`config.mk`:
```
export PLATFORM = sky130hd
export DESIGN_NAME = branch_resolve_seq
export DESIGN_NICKNAME = d
export VERILOG_FILES = /design/src/rtl/riscv_branch_pkg.sv /design/src/rtl/branch_cond_eval.sv /design/src/rtl/branch_resolve_seq.sv
export SDC_FILE = /design/constraint.sdc
export NUM_CORES = 1
export LEC_CHECK = 0
export ABC_AREA = 0
export CAP_MARGIN = 20
export CORE_AREA = 2 2 204 206
export CTS_CLUSTER_SIZE = 28
export DETAILED_ROUTE_END_ITERATION = 10
export DIE_AREA = 0 0 206 208
export GPL_TIMING_DRIVEN = 0
export MAX_ROUTING_LAYER = met4
export PLACE_DENSITY = 0.64
export SETUP_SLACK_MARGIN = 0.3
export SLEW_MARGIN = 0
export SYNTH_ARGS = -nofsm -noshare
export SYNTH_HDL_FRONTEND = slang
export SYNTH_SLANG_ARGS = --single-unit
```
`constraint.sdc`:
```
create_clock -name clk -period 4.32 [get_ports clk]
set_input_delay 0.864 -clock clk [delete_from_list [all_inputs] [get_ports clk]]
set_output_delay 0.864 -clock clk [all_outputs]
set_load 0.05 [all_outputs]
```
`src/rtl/riscv_branch_pkg.sv`:
```
// Shared constants for the RV64I branch resolver: condition codes, FSM encoding
// and a helper that classifies reserved funct3 values.
package riscv_branch_pkg;

    localparam int XLEN_DEF        = 64;
    localparam int INSTR_BYTES_DEF = 4;

    localparam logic [2:0] F3_BEQ  = 3'b000;
    localparam logic [2:0] F3_BNE  = 3'b001;
    localparam logic [2:0] F3_BLT  = 3'b100;
    localparam logic [2:0] F3_BGE  = 3'b101;
    localparam logic [2:0] F3_BLTU = 3'b110;
    localparam logic [2:0] F3_BGEU = 3'b111;

    localparam logic [1:0] ST_IDLE = 2'd0;
    localparam logic [1:0] ST_CMP  = 2'd1;
    localparam logic [1:0] ST_TGT  = 2'd2;
    localparam logic [1:0] ST_DONE = 2'd3;

    // 010 and 011 are the only unassigned branch encodings.
    function automatic logic is_reserved_f3(input logic [2:0] f3);
        return (f3 == 3'b010) || (f3 == 3'b011);
    endfunction

endpackage

```
`src/rtl/branch_cond_eval.sv`:
```
// Maps funct3 plus the ALU compare flags onto the branch decision.
module branch_cond_eval
    import riscv_branch_pkg::*;
(
    input  logic [2:0] funct3,
    input  logic       alu_eq,
    input  logic       alu_ne,
    input  logic       alu_lt,
    input  logic       alu_ge,
    input  logic       alu_ltu,
    input  logic       alu_geu,
    output logic       taken,
    output logic       illegal
);

    always_comb begin
        taken   = 1'b0;
        illegal = is_reserved_f3(funct3);
        case (funct3)
            F3_BEQ:  taken = alu_eq;
            F3_BNE:  taken = alu_ne;
            F3_BLT:  taken = alu_lt;
            F3_BGE:  taken = alu_ge;
            F3_BLTU: taken = alu_ltu;
            F3_BGEU: taken = alu_geu;
            default: taken = 1'b0;
        endcase
    end

endmodule

```
`src/rtl/branch_resolve_seq.sv`:
```
// Four-state branch resolver that borrows the shared ALU twice: once to compare
// rs1/rs2, once to add the target or fall-through offset to pc.
module branch_resolve_seq
    import riscv_branch_pkg::*;
#(
    parameter int XLEN        = XLEN_DEF,
    parameter int INSTR_BYTES = INSTR_BYTES_DEF
) (
    input  logic            clk,
    input  logic            rst_n,
    input  logic            start,
    input  logic [2:0]      funct3,
    input  logic [XLEN-1:0] rs1_val,
    input  logic [XLEN-1:0] rs2_val,
    input  logic [XLEN-1:0] pc,
    input  logic [XLEN-1:0] imm,
    output logic [XLEN-1:0] alu_a,
    output logic [XLEN-1:0] alu_b,
    output logic            alu_sum_sub,
    input  logic [XLEN-1:0] alu_result,
    input  logic            alu_eq,
    input  logic            alu_ne,
    input  logic            alu_lt,
    input  logic            alu_ge,
    input  logic            alu_ltu,
    input  logic            alu_geu,
    output logic            busy,
    output logic            done,
    output logic            taken,
    output logic            illegal,
    output logic [XLEN-1:0] next_pc
);

    logic [1:0]      state_reg, state_next;
    logic [2:0]      funct3_reg;
    logic [XLEN-1:0] rs1_reg, rs2_reg, pc_reg, imm_reg;
    logic            cond_taken_reg, cond_illegal_reg;
    logic            taken_reg, illegal_reg;
    logic [XLEN-1:0] next_pc_reg;
    logic            eval_taken, eval_illegal;

    branch_cond_eval u_cond (
        .funct3  (funct3_reg),
        .alu_eq  (alu_eq),
        .alu_ne  (alu_ne),
        .alu_lt  (alu_lt),
        .alu_ge  (alu_ge),
        .alu_ltu (alu_ltu),
        .alu_geu (alu_geu),
        .taken   (eval_taken),
        .illegal (eval_illegal)
    );

    always_comb begin
        state_next = state_reg;
        case (state_reg)
            ST_IDLE: if (start) state_next = ST_CMP;
            ST_CMP:  state_next = ST_TGT;
            ST_TGT:  state_next = ST_DONE;
            default: state_next = ST_IDLE;
        endcase
    end

    always_comb begin
        alu_a       = '0;
        alu_b       = '0;
        alu_sum_sub = 1'b0;
        case (state_reg)
            ST_CMP: begin
                alu_a       = rs1_reg;
                alu_b       = rs2_reg;
                alu_sum_sub = 1'b1;
            end
            ST_TGT: begin
                alu_a = pc_reg;
                alu_b = cond_taken_reg ? imm_reg : XLEN'(INSTR_BYTES);
            end
            default: ;
        endcase
    end

    // Visible results only move at the TGT edge so they stay coherent with next_pc.
    always_ff @(posedge clk or negedge rst_n) begin
        if (!rst_n) begin
            state_reg        <= ST_IDLE;
            funct3_reg       <= '0;
            rs1_reg          <= '0;
            rs2_reg          <= '0;
            pc_reg           <= '0;
            imm_reg          <= '0;
            cond_taken_reg   <= 1'b0;
            cond_illegal_reg <= 1'b0;
            taken_reg        <= 1'b0;
            illegal_reg      <= 1'b0;
            next_pc_reg      <= '0;
        end else begin
            state_reg <= state_next;
            case (state_reg)
                ST_IDLE: begin
                    if (start) begin
                        funct3_reg <= funct3;
                        rs1_reg    <= rs1_val;
                        rs2_reg    <= rs2_val;
                        pc_reg     <= pc;
                        imm_reg    <= imm;
                    end
                end
                ST_CMP: begin
                    cond_taken_reg   <= eval_taken;
                    cond_illegal_reg <= eval_illegal;
                end
                ST_TGT: begin
                    taken_reg   <= cond_taken_reg;
                    illegal_reg <= cond_illegal_reg;
                    next_pc_reg <= alu_result;
                end
                default: ;
            endcase
        end
    end

    assign busy    = (state_reg != ST_IDLE);
    assign done    = (state_reg == ST_DONE);
    assign taken   = taken_reg;
    assign illegal = illegal_reg;
    assign next_pc = next_pc_reg;

endmodule

```
==> results <==
- The layout-stage area growth over the synthesis result is 50.1%.
- The period utilization is 90.3%.
- For the worst setup path, the data required time is 3.46 ns.
- The remaining max-slew budget at the tightest pin is 57.5%.
- The startpoint of the most critical register-to-register path is state_reg[0].
- Sorting the synthesized cells by how often they occur yields sky130_fd_sc_hd__dfrtp_1 (329), sky130_fd_sc_hd__mux2_1 (199), sky130_fd_sc_hd__nor2b_1 (128).
- The final-layout fill cell count is 3613.
- For this configuration, the core starts out at a cell density of 35.5%.
- When the netlist entered floorplanning its net count stood at 1354.
- Once placement finished, the instance area stood at 20400 um^2.
- The initial antenna violation count was 8.
- The number of maximum-capacitance violations is 0.
- The number of cells produced by synthesis is 1017.
- Setup total negative slack on the finished layout was measured at 0 ns.
- The maximum buffer depth of the clock tree is 3.
- The critical path in this run is classified as flop to output pin.
- The maximum number of pins on one net before global-route repair is 103.
- Of the synthesized area, sequential elements account for 57.2%.
- The Yosys step of the flow raised 0 warnings.
- The die covers 42800 um^2.
- The worst setup path is captured at an output pin.
- In this run the number of H-tree levels came out at 2.
- The number of antenna-violating nets in the routed design is 0.
- The reported net switching power is 8280 uW.
- The number of flops mapped to enable cells by yosys is 0.
- 529 I/O pins were placed.
- After synthesis the cells add up to 14400 um^2.
- The number of buffers inserted to repair setup after CTS is 0.
- The proportion of synthesized flip-flops having asynchronous set or reset is 100%.
- Clock skew on the completed layout was measured at 0.0132 ns.
- After synthesis, the largest area contributor takes up 57.2% of total cell area.
- The final hold violation count came to 0.
- The biggest area consumer among synthesized cells is sky130_fd_sc_hd__dfrtp_1.
- The design internal power is 10500 uW.
- The weighted congestion at the end of routability-driven global placement is 0.834.
- The register-to-register setup slack is 2.31 ns.
- The number of endpoints failing setup at the final stage is 0.
- Setup repair after global routing could not meet its margin everywhere.
- The total count of max-transition violations in the final report is 0.
- Of all nets on the critical path, the largest fanout is 10.
- The routed design has 47400 um of wire.
- The run finished with clean final reports.
- The most instantiated library cell after synthesis is sky130_fd_sc_hd__dfrtp_1.
- After detailed routing, the number of vias per cell comes to 4.89.
- The clock period could shrink to 3.90 ns.
- Detailed placement finished with a half-perimeter wire length of 35500 um.
- The sort of element at the start of the critical path is a flop.
- The power per standard cell area is 868 nW/um^2.
- The clock reaches the later pin of the worst-skew pair after 0.55 ns.
- TritonCTS built the clock tree.
- For this run, design rule violations remaining after detail routing come to 0.
- Measured in cells, the most critical reg-to-reg path has a length of 6.
- The post-placement setup slack is 0.232 ns.
- The critical path data arrival time is 3.04 ns.
- After the last flow step, the layout net total stands at 1926.
- Across the VDD grid, the largest voltage drop is 526 uV.
- From bottom edge to top edge, the die measures 208 um.
- The detailed router finished its first iteration with 445 violations.
- In this run the standard cell core region covers 40600 um^2.
- The number of buffers added by the clock tree synthesis step is 39.
- The CTS root buffer is sky130_fd_sc_hd__clkbuf_16.
- For this run, the top clock speed supported by timing is 256 MHz.
- The leakage power of the design is 0.00938 uW.
- The tightest hold path in the finished design has a slack of 0.251 ns.
- The sequential cells in the finished layout cover a total of 8230 um^2.
- The first global-routing pass estimated 71100 um of wire.
- In this run the worst hold path is classified as primary input to async pin.
- The number of different library cells used by synthesis comes to 23.
- The combinational share of power is 53.0%.
- Input and output buffers added on the ports amount to 528.
- The multi-input logic area is 5610 um^2.
- The layout cell share with drive strength beyond 1 is 16.1%.
- Global routing finished with a remaining overflow of 0.
- After clock tree synthesis, the flow added hold-fix buffers numbering 0.
- The number of global-route vias before repair came to 11.6k.
- The per-cell routed wire length is 22.0 um.
- The pre-antenna-repair detailed-routing pass consisted of 4 iterations.
- The part of the total power dissipated in sequential elements is 29.5%.
- Once routing completed, OpenROAD measured the worst setup slack at 0.419 ns.
- The mean post-synth cell area is 14.2 um^2.
- By area the synthesized netlist is led by sky130_fd_sc_hd__dfrtp_1 (57%), sky130_fd_sc_hd__mux2_1 (16%), sky130_fd_sc_hd__mux2_2 (9.9%).
- The number of sinks driven by the clock tree is 329.
- The fraction of power consumed by the clock network is 17.4%.
- The total number of placement rows is 74.
- For the pin with the worst max-slew slack, the measured transition is 0.637 ns.
- After clock tree synthesis, the clock-pin slew on the worst setup and hold paths is 0.06 ns.
- The number of synthesized register bits is 329.
- The proportion of total power due to net switching is 44.1%.
- Global routing used 22.6% of the available tracks across all layers.
- The chip width is 206 um.
- Once layout is done, the placed cells without fillers occupy 21600 um^2.
- The endpoint of the lowest-slack register-to-register path is next_pc[62].
- The most common flop cell mapped by yosys is sky130_fd_sc_hd__dfrtp_1.
- Across all layers, the routed design uses 10.5k vias.
## repair_timing
action / CTS / global route
setup endpoints to repair: 128 / 16
gates resized for setup: 126 / 24
hold endpoints to repair: 0 / 0
## cell families after synthesis
kind of cell / share of synthesized area [%]
muxes: 25.7
buffers and inverters: 3.88
DFF: 57.2
adders and majority gates: 0.434
and+or+nand+nor: 5.86
AOI/OAI and AO/OA: 6.95
## power groups by stage
stage / registers, uW / logic (uW) / clock network, uW
6_report: 5530 / 9940 / 3270
5_1_grt: 5740 / 10500 / 3500
4_1_cts: 5530 / 10100 / 3370
3_5_place_dp: 5580 / 10400 / 0
3_3_place_gp: 5530 / 10300 / 0
2_1_floorplan: 6450 / 5860 / 0
## how the worst max path moves through the flow
stage                   to  slack (ns)    startpoint  cells past startpoint
3_5_place_dp      alu_a[1]        0.23  state_reg[0]                      6
6_report         alu_a[38]        0.42  state_reg[0]                      7
4_1_cts          alu_a[56]        0.19  state_reg[1]                      7
3_3_place_gp   imm_reg[16]      -12.62         rst_n                      1
5_1_grt          alu_a[49]        0.21  state_reg[0]                      7
2_1_floorplan     alu_b[2]        0.82  state_reg[1]                      7
## layer usage
layer	vias up	track usage, %	part of all wire, %
met5	-	-	0
met4	0	8.33	2.4
met2	349	37.0	50
met1	5322	26.9	40
met3	69	5.75	7.7
li1	4806	-	-
## metrics by stage
stage / utilization, % / power [uW] / std cells
after floorplan: - / 12300 / 1017
after global placement: 50.2 / 15900 / 2077
after detailed placement: 50.4 / 16000 / 2080
after CTS: 53.2 / 19000 / 2149
after global routing: 53.3 / 19800 / 2157
final: 53.3 / 18700 / 2157
## placed cells by master, fill, tap and decap left out, types with 2 or more instances in the layout
cell type	count
sky130_fd_sc_hd__buf_2	20
sky130_fd_sc_hd__dfrtp_1	329
sky130_fd_sc_hd__clkinv_2	4
sky130_fd_sc_hd__buf_6	22
sky130_fd_sc_hd__a22oi_1	127
sky130_fd_sc_hd__clkdlybuf4s50_1	402
sky130_fd_sc_hd__inv_1	5
sky130_fd_sc_hd__clkbuf_1	24
sky130_fd_sc_hd__mux2_2	127
sky130_fd_sc_hd__diode_2	8
sky130_fd_sc_hd__buf_4	14
sky130_fd_sc_hd__nor2b_1	128
sky130_fd_sc_hd__nand2_1	3
sky130_fd_sc_hd__mux2i_1	3
sky130_fd_sc_hd__o21ai_0	2
sky130_fd_sc_hd__clkbuf_2	13
sky130_fd_sc_hd__clkdlybuf4s15_1	2
sky130_fd_sc_hd__clkbuf_8	11
sky130_fd_sc_hd__ha_1	5
sky130_fd_sc_hd__clkbuf_16	41
sky130_fd_sc_hd__buf_16	3
sky130_fd_sc_hd__mux2_1	199
sky130_fd_sc_hd__a21boi_0	2
sky130_fd_sc_hd__dlymetal6s2s_1	8
sky130_fd_sc_hd__dlygate4sd2_1	110
## layout make-up
| cell class | instances | share of cell area [%] |
|---|---|---|
| Sequential cell | 329 | 38.1 |
| Multi-Input combinational cell | 604 | 26.0 |
| Timing Repair Buffer | 531 | 24.2 |
| Clock buffer | 63 | 5.64 |
| Tap cell | 532 | 3.08 |
| Buffer | 79 | 2.55 |
| Clock inverter | 6 | 0.266 |
| Antenna cell | 8 | 0.0926 |
| Inverter | 5 | 0.0869 |
## worst max-delay path, stage by stage, from the launching register on
cell,delay (ns)
sky130_fd_sc_hd__dfrtp_1,0.44
sky130_fd_sc_hd__inv_1,0.11
sky130_fd_sc_hd__ha_1,0.14
sky130_fd_sc_hd__buf_2,0.22
sky130_fd_sc_hd__buf_1,0.44
sky130_fd_sc_hd__a22oi_1,0.13
sky130_fd_sc_hd__nor2b_1,0.15
sky130_fd_sc_hd__clkdlybuf4s50_1,0.85
No activity file was read; power rests on OpenSTA's default activity.
